$ cat src/rtl/joy_pkg.sv
`default_nettype none
// ============================================================================
// Module      : joy_pkg
// Description : Shared constants, state encoding and frame builder for the
//               native-joystick serializer.
// Revision    : 1.0 - initial release
// ============================================================================
package joy_pkg;

    // Bit positions inside an 8-bit raw/debounced port vector
    localparam int JOY_UP    = 0;
    localparam int JOY_DOWN  = 1;
    localparam int JOY_LEFT  = 2;
    localparam int JOY_RIGHT = 3;
    localparam int JOY_FIRE1 = 4;
    localparam int JOY_FIRE2 = 5;
    localparam int JOY_FIRE3 = 6;
    localparam int JOY_START = 7;

    // Serial frame length seen by the host decoder
    localparam int FRAME_BITS = 16;

    typedef enum logic [0:0] {
        LOAD  = 1'b0,
        SHIFT = 1'b1
    } state_t;

    // Frame order puts "up" first on the wire for each port, port 1 before port 2
    function automatic logic [15:0] build_frame(input logic [7:0] j1, input logic [7:0] j2);
        build_frame = {j1[JOY_UP], j1[JOY_DOWN], j1[JOY_LEFT], j1[JOY_RIGHT],
                       j1[JOY_FIRE1], j1[JOY_FIRE2], j1[JOY_FIRE3], j1[JOY_START],
                       j2[JOY_UP], j2[JOY_DOWN], j2[JOY_LEFT], j2[JOY_RIGHT],
                       j2[JOY_FIRE1], j2[JOY_FIRE2], j2[JOY_FIRE3], j2[JOY_START]};
    endfunction

endpackage
`default_nettype wire

$ cat src/rtl/joy_debounce.sv
`default_nettype none
// ============================================================================
// Module      : joy_debounce
// Description : 2-FF synchroniser plus stability-counter debouncer for one
//               active-low joystick port vector.
// Revision    : 1.0 - initial release
// ============================================================================
module joy_debounce #(
    parameter int WIDTH  = 8,
    parameter int CYCLES = 28000
) (
    input  logic             clk,
    input  logic             rst,
    input  logic [WIDTH-1:0] i_raw_n,
    output logic [WIDTH-1:0] o_db_n
);

    logic [WIDTH-1:0] r_sync1;
    logic [WIDTH-1:0] r_sync2;

    // Two-flop synchroniser; idles high so released buttons read as not pressed
    always_ff @(posedge clk or posedge rst) begin
        if (rst) begin
            r_sync1 <= '1;
            r_sync2 <= '1;
        end else begin
            r_sync1 <= i_raw_n;
            r_sync2 <= r_sync1;
        end
    end

    generate
        if (CYCLES == 0) begin : g_bypass
            assign o_db_n = r_sync2;
        end else begin : g_filter
            localparam int            CW        = $clog2(CYCLES + 1);
            localparam logic [CW-1:0] c_cnt_max = CW'(CYCLES);

            logic [WIDTH-1:0] r_prev;
            logic [WIDTH-1:0] r_db;
            logic [CW-1:0]    r_cnt;
            logic [CW-1:0]    w_cnt_next;
            logic             w_changed;

            // Any difference from last cycle restarts the stability window
            always_comb begin
                w_changed  = (r_sync2 != r_prev);
                w_cnt_next = r_cnt;
                if (w_changed) begin
                    w_cnt_next = '0;
                end else if (r_cnt != c_cnt_max) begin
                    w_cnt_next = r_cnt + CW'(1);
                end
            end

            // Counter, history and debounced output register
            always_ff @(posedge clk or posedge rst) begin
                if (rst) begin
                    r_prev <= '1;
                    r_db   <= '1;
                    r_cnt  <= '0;
                end else begin
                    r_prev <= r_sync2;
                    r_cnt  <= w_cnt_next;
                    if (!w_changed && (w_cnt_next == c_cnt_max)) begin
                        r_db <= r_sync2;
                    end
                end
            end

            assign o_db_n = r_db;
        end
    endgenerate

endmodule
`default_nettype wire

$ cat src/rtl/joy_serializer.sv
`default_nettype none
// ============================================================================
// Module      : joy_serializer
// Description : Emulates a 74HC165-style chain: debounced native DB9 joystick
//               lines are loaded into a 16-bit frame and shifted out under
//               the host's asynchronous joy_load_n / joy_clk.
// Revision    : 1.0 - initial release
// ============================================================================
module joy_serializer
    import joy_pkg::*;
#(
    parameter int DEBOUNCE_CYCLES = 28000,
    parameter int FRAME_BITS      = 16
) (
    input  logic       clk,
    input  logic       rst,
    input  logic [7:0] joy1_n,
    input  logic [7:0] joy2_n,
    input  logic       joy_clk,
    input  logic       joy_load_n,
    output logic       joy_data,
    output logic [7:0] joy1_db_n,
    output logic [7:0] joy2_db_n,
    output logic       frame_done
);

    localparam int            CW         = $clog2(FRAME_BITS + 1);
    localparam logic [CW-1:0] c_cnt_last = CW'(FRAME_BITS - 1);
    localparam logic [CW-1:0] c_cnt_full = CW'(FRAME_BITS);

    logic [2:0]            r_jclk_s;
    logic [1:0]            r_load_s;
    logic [FRAME_BITS-1:0] r_shift;
    logic [CW-1:0]         r_cnt;
    logic                  r_done;
    state_t                r_state;
    state_t                w_state_next;
    logic                  w_load_en;
    logic                  w_shift_en;
    logic                  w_clk_rise;
    logic                  w_load_n_s;
    logic [15:0]           w_frame;

    joy_debounce #(.WIDTH(8), .CYCLES(DEBOUNCE_CYCLES)) u_db1 (
        .clk     (clk),
        .rst     (rst),
        .i_raw_n (joy1_n),
        .o_db_n  (joy1_db_n)
    );

    joy_debounce #(.WIDTH(8), .CYCLES(DEBOUNCE_CYCLES)) u_db2 (
        .clk     (clk),
        .rst     (rst),
        .i_raw_n (joy2_n),
        .o_db_n  (joy2_db_n)
    );

    // Synchronise host control lines; joy_clk keeps a third stage for edge detect
    always_ff @(posedge clk or posedge rst) begin
        if (rst) begin
            r_jclk_s <= '1;
            r_load_s <= '1;
        end else begin
            r_jclk_s <= {r_jclk_s[1:0], joy_clk};
            r_load_s <= {r_load_s[0], joy_load_n};
        end
    end

    assign w_clk_rise = r_jclk_s[1] & ~r_jclk_s[2];
    assign w_load_n_s = r_load_s[1];
    assign w_frame    = build_frame(joy1_db_n, joy2_db_n);

    // State register
    always_ff @(posedge clk or posedge rst) begin
        if (rst) begin
            r_state <= LOAD;
        end else begin
            r_state <= w_state_next;
        end
    end

    // Next state and datapath enables; a low load always wins over a clock edge
    always_comb begin
        w_state_next = r_state;
        w_load_en    = 1'b0;
        w_shift_en   = 1'b0;
        case (r_state)
            LOAD: begin
                w_load_en = 1'b1;
                if (w_load_n_s) begin
                    w_state_next = SHIFT;
                end
            end
            SHIFT: begin
                if (!w_load_n_s) begin
                    w_state_next = LOAD;
                    w_load_en    = 1'b1;
                end else if (w_clk_rise && (r_cnt != c_cnt_full)) begin
                    w_shift_en = 1'b1;
                end
            end
            default: begin
                w_state_next = LOAD;
            end
        endcase
    end

    // Shift register, bit counter and end-of-frame pulse
    always_ff @(posedge clk or posedge rst) begin
        if (rst) begin
            r_shift <= '1;
            r_cnt   <= '0;
            r_done  <= 1'b0;
        end else begin
            r_done <= 1'b0;
            if (w_load_en) begin
                r_shift <= FRAME_BITS'(w_frame);
                r_cnt   <= '0;
            end else if (w_shift_en) begin
                r_shift <= {r_shift[FRAME_BITS-2:0], 1'b1};
                r_cnt   <= r_cnt + CW'(1);
                r_done  <= (r_cnt == c_cnt_last);
            end
        end
    end

    assign joy_data   = r_shift[FRAME_BITS-1];
    assign frame_done = r_done;

endmodule
`default_nettype wire

$ cat config.mk
export PLATFORM = sky130hd
export DESIGN_NAME = joy_serializer
export DESIGN_NICKNAME = d
export VERILOG_FILES = /design/src/rtl/joy_pkg.sv /design/src/rtl/joy_debounce.sv /design/src/rtl/joy_serializer.sv
export SDC_FILE = /design/constraint.sdc
export NUM_CORES = 1
export LEC_CHECK = 0
export ABC_AREA = 1
export CAP_MARGIN = 40
export CORE_UTILIZATION = 28
export DETAILED_ROUTE_END_ITERATION = 6
export SYNTH_ARGS = -nofsm -noshare
export SYNTH_HDL_FRONTEND = slang
export SYNTH_SLANG_ARGS = --single-unit
export TNS_END_PERCENT = 5
$ cat constraint.sdc
create_clock -name clk -period 7.5 [get_ports clk]
set_clock_uncertainty 0.1 [all_clocks]
set_input_delay 1.875 -clock clk [delete_from_list [all_inputs] [get_ports clk]]
set_output_delay 1.875 -clock clk [all_outputs]
set_load 0.01 [all_outputs]
# ---- After elaboration in Yosys (flattened, before gate mapping)
# Index checks and enable logic that the tools add are counted.
dict set report word_totals {
  wordCells 52
  output_inout_bits 18
  inputBits 20
  reg_bits 122
}
dict set report classes {
  n_eq_ne 8
  muxes 16
  n_reduce_logical 6
  addsub 3
  bitwise 3
}
# cell count
set op_table {}
lappend op_table {{$mux W15} 4}
lappend op_table {{$mux W16} 2}
lappend op_table {{$add A15 B1 Y15 const B} 2}
lappend op_table {{$eq A15 B15 Y1 const B} 2}
lappend op_table {{$ne A15 B15 Y1 const B} 2}
lappend op_table {{$ne A8 B8 Y1} 2}
lappend op_table {{$mux W5} 2}
lappend op_table {{$mux W1} 7}
lappend op_table {{$add A5 B1 Y5 const B} 1}
lappend op_table {{$eq A5 B4 Y1 const B} 1}
lappend op_table {{$ne A5 B5 Y1 const B} 1}
lappend op_table {{$logic_and A1 B1 Y1} 3}
lappend op_table {{$logic_not A1 Y1} 2}
lappend op_table {{$not A1 Y1} 2}
lappend op_table {{$pmux W1 S2} 1}
lappend op_table {{$reduce_bool A2 Y1} 1}
lappend op_table {{$and A1 B1 Y1} 1}

# ---- Longest topological paths before layout
dict set report logic_depth {
  depth_word 8
  mapped_depth 14
  depth_no_buf 14
}

# ---- By module
# A second synthesis with hierarchy kept.
dict set report hier_totals {
  cells_unflattened 725
  area_unflattened_um2 6070.8
}
# mod area_each_um2 cells_per_inst n_inst
set by_module_without_submodules {}
lappend by_module_without_submodules {joy_debounce 2348.5 276 2}
lappend by_module_without_submodules {joy_serializer 1373.8 173 1}

# ---- Worst setup path after synthesis
# No wires, ideal clock.
dict set report synth_path {
  path_type {register -> output}
  start {register u_db2.g_filter.r_db[0] (netlist: u_db2.o_db_n[0])}
  end {output port joy2_db_n[0]}
  stages_incl_launch_ff 1
  arrival_time_ps 537
  path_slack_ps 4988
  n_path_buf 0
  cell_sequence {dfstp_2}
}
# element line_no
set synth_lines {}
lappend synth_lines {{start, declared} joy_debounce.sv:40} ;# logic [WIDTH-1:0] r_db;
lappend synth_lines {{start signal, assigned} joy_debounce.sv:66} ;# r_db <= r_sync2;
lappend synth_lines {{end, declared} joy_serializer.sv:23} ;# output logic [7:0] joy2_db_n,
# No word-level cell between the ends.

# ---- Worst setup path in the final report
dict set report layout_path {
  start {register u_db2.g_filter.r_db[1] (netlist: u_db2.o_db_n[1])}
  end {output port joy2_db_n[1]}
}
# No word-level cell between the ends.

==> flow_summary.ini <==
[sta]
slew-limit-headroom = 0.438
final_hold_viol_count = 0
achievable-frequency_ghz = 0.286
period_needed_ps = 3500
timing.final.max_slew_violations = 0
worst_slew_pin_slew_ps = 840
timing.final.setup_violations = 0
finalSetupTns_ps = 0
post-route-period-util = 0.467
grt_setup_unrepaired = false

[global_route]
gr-total-overflow = 0
number_of_global_route_vias_before_repair = 4150
antenna_found_initial = 0
global_route.usage.total = 0.123
grt_max_degree = 71
grt_first_pass_wirelength_um = 20500

[finish]
drive_above_1_share = 0.211
instances_no_fill = 985
flow.area_growth_from_synthesis_pct = 21.2
layout.core_utilization = 0.346
postLayoutCellArea_um2 = 6970
finish.net_count = 730
insertedDiodeCount = 0
fill_cells = 2069

[worst_setup_path]
worstPathBufferInverterCount = 1
max_stage_delay_ps = 570
critical_path_startpoint_category = flop
end_kind = output pin
critical_path_required_ps = 5530
critical_path.top_delay_family = buffers and inverters
critPathSlowestCell = sky130_fd_sc_hd__clkdlybuf4s50_1
critical_path.cell_chain = clkdlybuf4s50_1
timing_worst_setup_path_type = flop to output pin
timing.critical_path.fanout_max = 3
arrival_ps = 1520

[route]
drt-wirelength-per-cell_um = 11.9
detail_route.vias_per_cell = 4.27
detail_route.first_pass.iterations = 4
route.final.wire_length_um = 11700
highest_layer = met4
met1_length_um = 5490
wl_met3_um = 412
remaining_drc_errors = 0
detail_route.iter0.violations = 297
ant_nets = 0
wl_met2_um = 5680
detailroute.via_count = 4208

[synthesis]
async_flop_share = 1.00
synthesis.nets = 682
synth_simple_gate_area_share = 0.286
yosys.area_share.xor_xnor = 0.0183
synth_fa_ha_area_frac = 0.0152
part_of_the_yosys_area_used_for_sequential_elements = 0.549
syn_inst = 655
yosysUniqueCellTypes = 38
synth-edff-count = 0
synth_top_area_share = 0.388
synth_top_area_cell = sky130_fd_sc_hd__dfstp_2
synth-compound-area-share = 0.0581
synth.area.mux_share = 0
dominant_combinational_cell_family_by_area_after_synthesis = simple AND/OR/NAND/NOR gates
synth.ff_latch_count = 122
average_instance_area_after_synthesis_um2 = 8.79
dominantRegCellSynth = sky130_fd_sc_hd__dfstp_2
largest_cells_by_area_after_synthesis = sky130_fd_sc_hd__dfstp_2 (39%), sky130_fd_sc_hd__dfrtp_1 (16%), sky130_fd_sc_hd__nand2_1 (11%), sky130_fd_sc_hd__inv_1 (5.9%), sky130_fd_sc_hd__nor2_1 (4.9%)
yosys_warnings = 0
synth_area_um2 = 5750

[status]
result_of_the_run = finished clean

[clock_network]
numCtsBuffers = 17
post_cts.repair.setup_buffers = 0
clock_tree.buffer_depth = 2
clkSlewWorstSetupHoldPaths_ps = 50
holdBufCountCts = 0
number_of_h_tree_levels = 4
ctsRootBufferMaster = sky130_fd_sc_hd__clkbuf_16
cts_tree = yes
clock_sinks = 122
post_cts_resized = 0
clock_latency_ps = 410

[pwr]
total_leakage_power_nw = 3.07
p_per_area_nw_per_um2 = 214
ir_worst_vdd_mv = 0.180

[floorplanning]
initial_utilization = 0.285
chipHeight_um = 145
floorplan.die.width_um = 145
dieArea_um2 = 21100
rows = 52
standard_cell_core_area_um2 = 20200
ioPinCount = 38

[placement]
placement.cell_area_um2 = 6430
dpl.cell_count = 954
dp_hpwl_um = 8450
io_buffer_count = 37
gp_congestion = 0.815

[flow_run]
max_cap_violations = 0

[hold_path]
hold_path.class = flop to flop
## logic make-up (layout without fill, tap and decap cells)
kind of cell,after synthesis,after routing
xor gates and xnor gates,12,12
AOI/OAI and AO/OA,52,52
adders and majority gates,7,7
DFF,122,122
buffers and inverters,109,169
and+or+nand+nor,353,353
## cell usage after synthesis, drive strengths merged (10+ instances only)
library cell,count
nand2,175
dfstp,85
nand4,11
nand3,60
inv,94
o21ai,15
a21oi,10
nor2,88
o21bai,10
dfrtp,37
nor3,11
## power by group
part / switching [mW] / internal [mW]
registers: 0.0128 / 0.690
clock network: 0.276 / 0.463
logic: 0.0322 / 0.0197
## path summary, 6_finish.rpt
check	startpoint	to	slack (ps)	cells past startpoint
worst min-delay path	u_db1.r_sync1[4]$_DFF_PP1_	u_db1.r_sync2[4]$_DFF_PP1_	250	0
max in group asynchronous	rst	u_db1.g_filter.r_cnt[4]$_DFF_PP0_	4240	3
min in group asynchronous	rst	r_cnt[0]$_DFFE_PP0P_	1920	2
worst min register to register	u_db1.r_sync1[4]$_DFF_PP1_	u_db1.r_sync2[4]$_DFF_PP1_	250	0
worst max register to register	u_db1.r_sync2[7]$_DFF_PP1_	u_db1.o_db_n[7]$_DFFE_PP1P_	4840	12
worst max-delay path	u_db2.o_db_n[1]$_DFFE_PP1P_	joy2_db_n[1]	4000	1
## layer usage
metal  GRT usage  vias up
li1            -     2162
met4      0.0600        0
met5           0        -
met2       0.197       49
met3      0.0320        9
met1       0.156     1988
## stage by stage
step                hold WS [ps]  setup WS [ps]  total power, mW
finish                       250           4000             1.49
global route                 255           3930             1.57
CTS                          254           3970             1.52
detailed placement           247           3670            0.767
global placement             247           3720            0.765
floorplan                    245           2420            0.742
## area by class of cell
class                           count  area (µm²)  area share
Clock buffer                       24         503      0.0721
Clock inverter                      7        40.0     0.00574
Inverter                          100         384      0.0551
Multi-Input combinational cell    424        2170       0.311
Sequential cell                   122        3160       0.453
Tap cell                          270         338      0.0484
Timing Repair Buffer               38         378      0.0542
## state kept, by name, indices dropped and copies added (netlist names), 8 cells and up
| register | cells |
|---|---|
| u_db2.o_db_n | 8 |
| u_db2.g_filter.r_cnt | 15 |
| u_db1.r_sync2 | 8 |
| u_db1.r_sync1 | 8 |
| u_db1.g_filter.r_cnt | 15 |
| r_shift | 16 |
| u_db2.g_filter.r_prev | 8 |
| u_db2.r_sync2 | 8 |
| u_db1.g_filter.r_prev | 8 |
| u_db1.o_db_n | 8 |
| u_db2.r_sync1 | 8 |
## cell usage in the layout (no fill, tap or decap), types with 4 or more instances in the layout
| master | n |
|---|---|
| sky130_fd_sc_hd__a21oi_1 | 10 |
| sky130_fd_sc_hd__a22oi_1 | 5 |
| sky130_fd_sc_hd__and3_1 | 4 |
| sky130_fd_sc_hd__clkbuf_16 | 18 |
| sky130_fd_sc_hd__clkdlybuf4s50_1 | 37 |
| sky130_fd_sc_hd__clkinv_1 | 4 |
| sky130_fd_sc_hd__clkinv_2 | 6 |
| sky130_fd_sc_hd__dfrtp_1 | 37 |
| sky130_fd_sc_hd__dfstp_2 | 85 |
| sky130_fd_sc_hd__ha_1 | 7 |
| sky130_fd_sc_hd__inv_1 | 89 |
| sky130_fd_sc_hd__inv_2 | 4 |
| sky130_fd_sc_hd__nand2_1 | 164 |
| sky130_fd_sc_hd__nand2_2 | 8 |
| sky130_fd_sc_hd__nand3_1 | 55 |
| sky130_fd_sc_hd__nand3_2 | 5 |
| sky130_fd_sc_hd__nand4_1 | 10 |
| sky130_fd_sc_hd__nor2_1 | 75 |
| sky130_fd_sc_hd__nor2_2 | 5 |
| sky130_fd_sc_hd__nor2_4 | 5 |
| sky130_fd_sc_hd__nor3_1 | 11 |
| sky130_fd_sc_hd__o211ai_1 | 4 |
| sky130_fd_sc_hd__o21ai_0 | 12 |
| sky130_fd_sc_hd__o21bai_1 | 10 |
| sky130_fd_sc_hd__o221ai_1 | 5 |
| sky130_fd_sc_hd__xnor2_1 | 5 |
| sky130_fd_sc_hd__xor2_1 | 7 |
(Power assumes the default switching activity.)
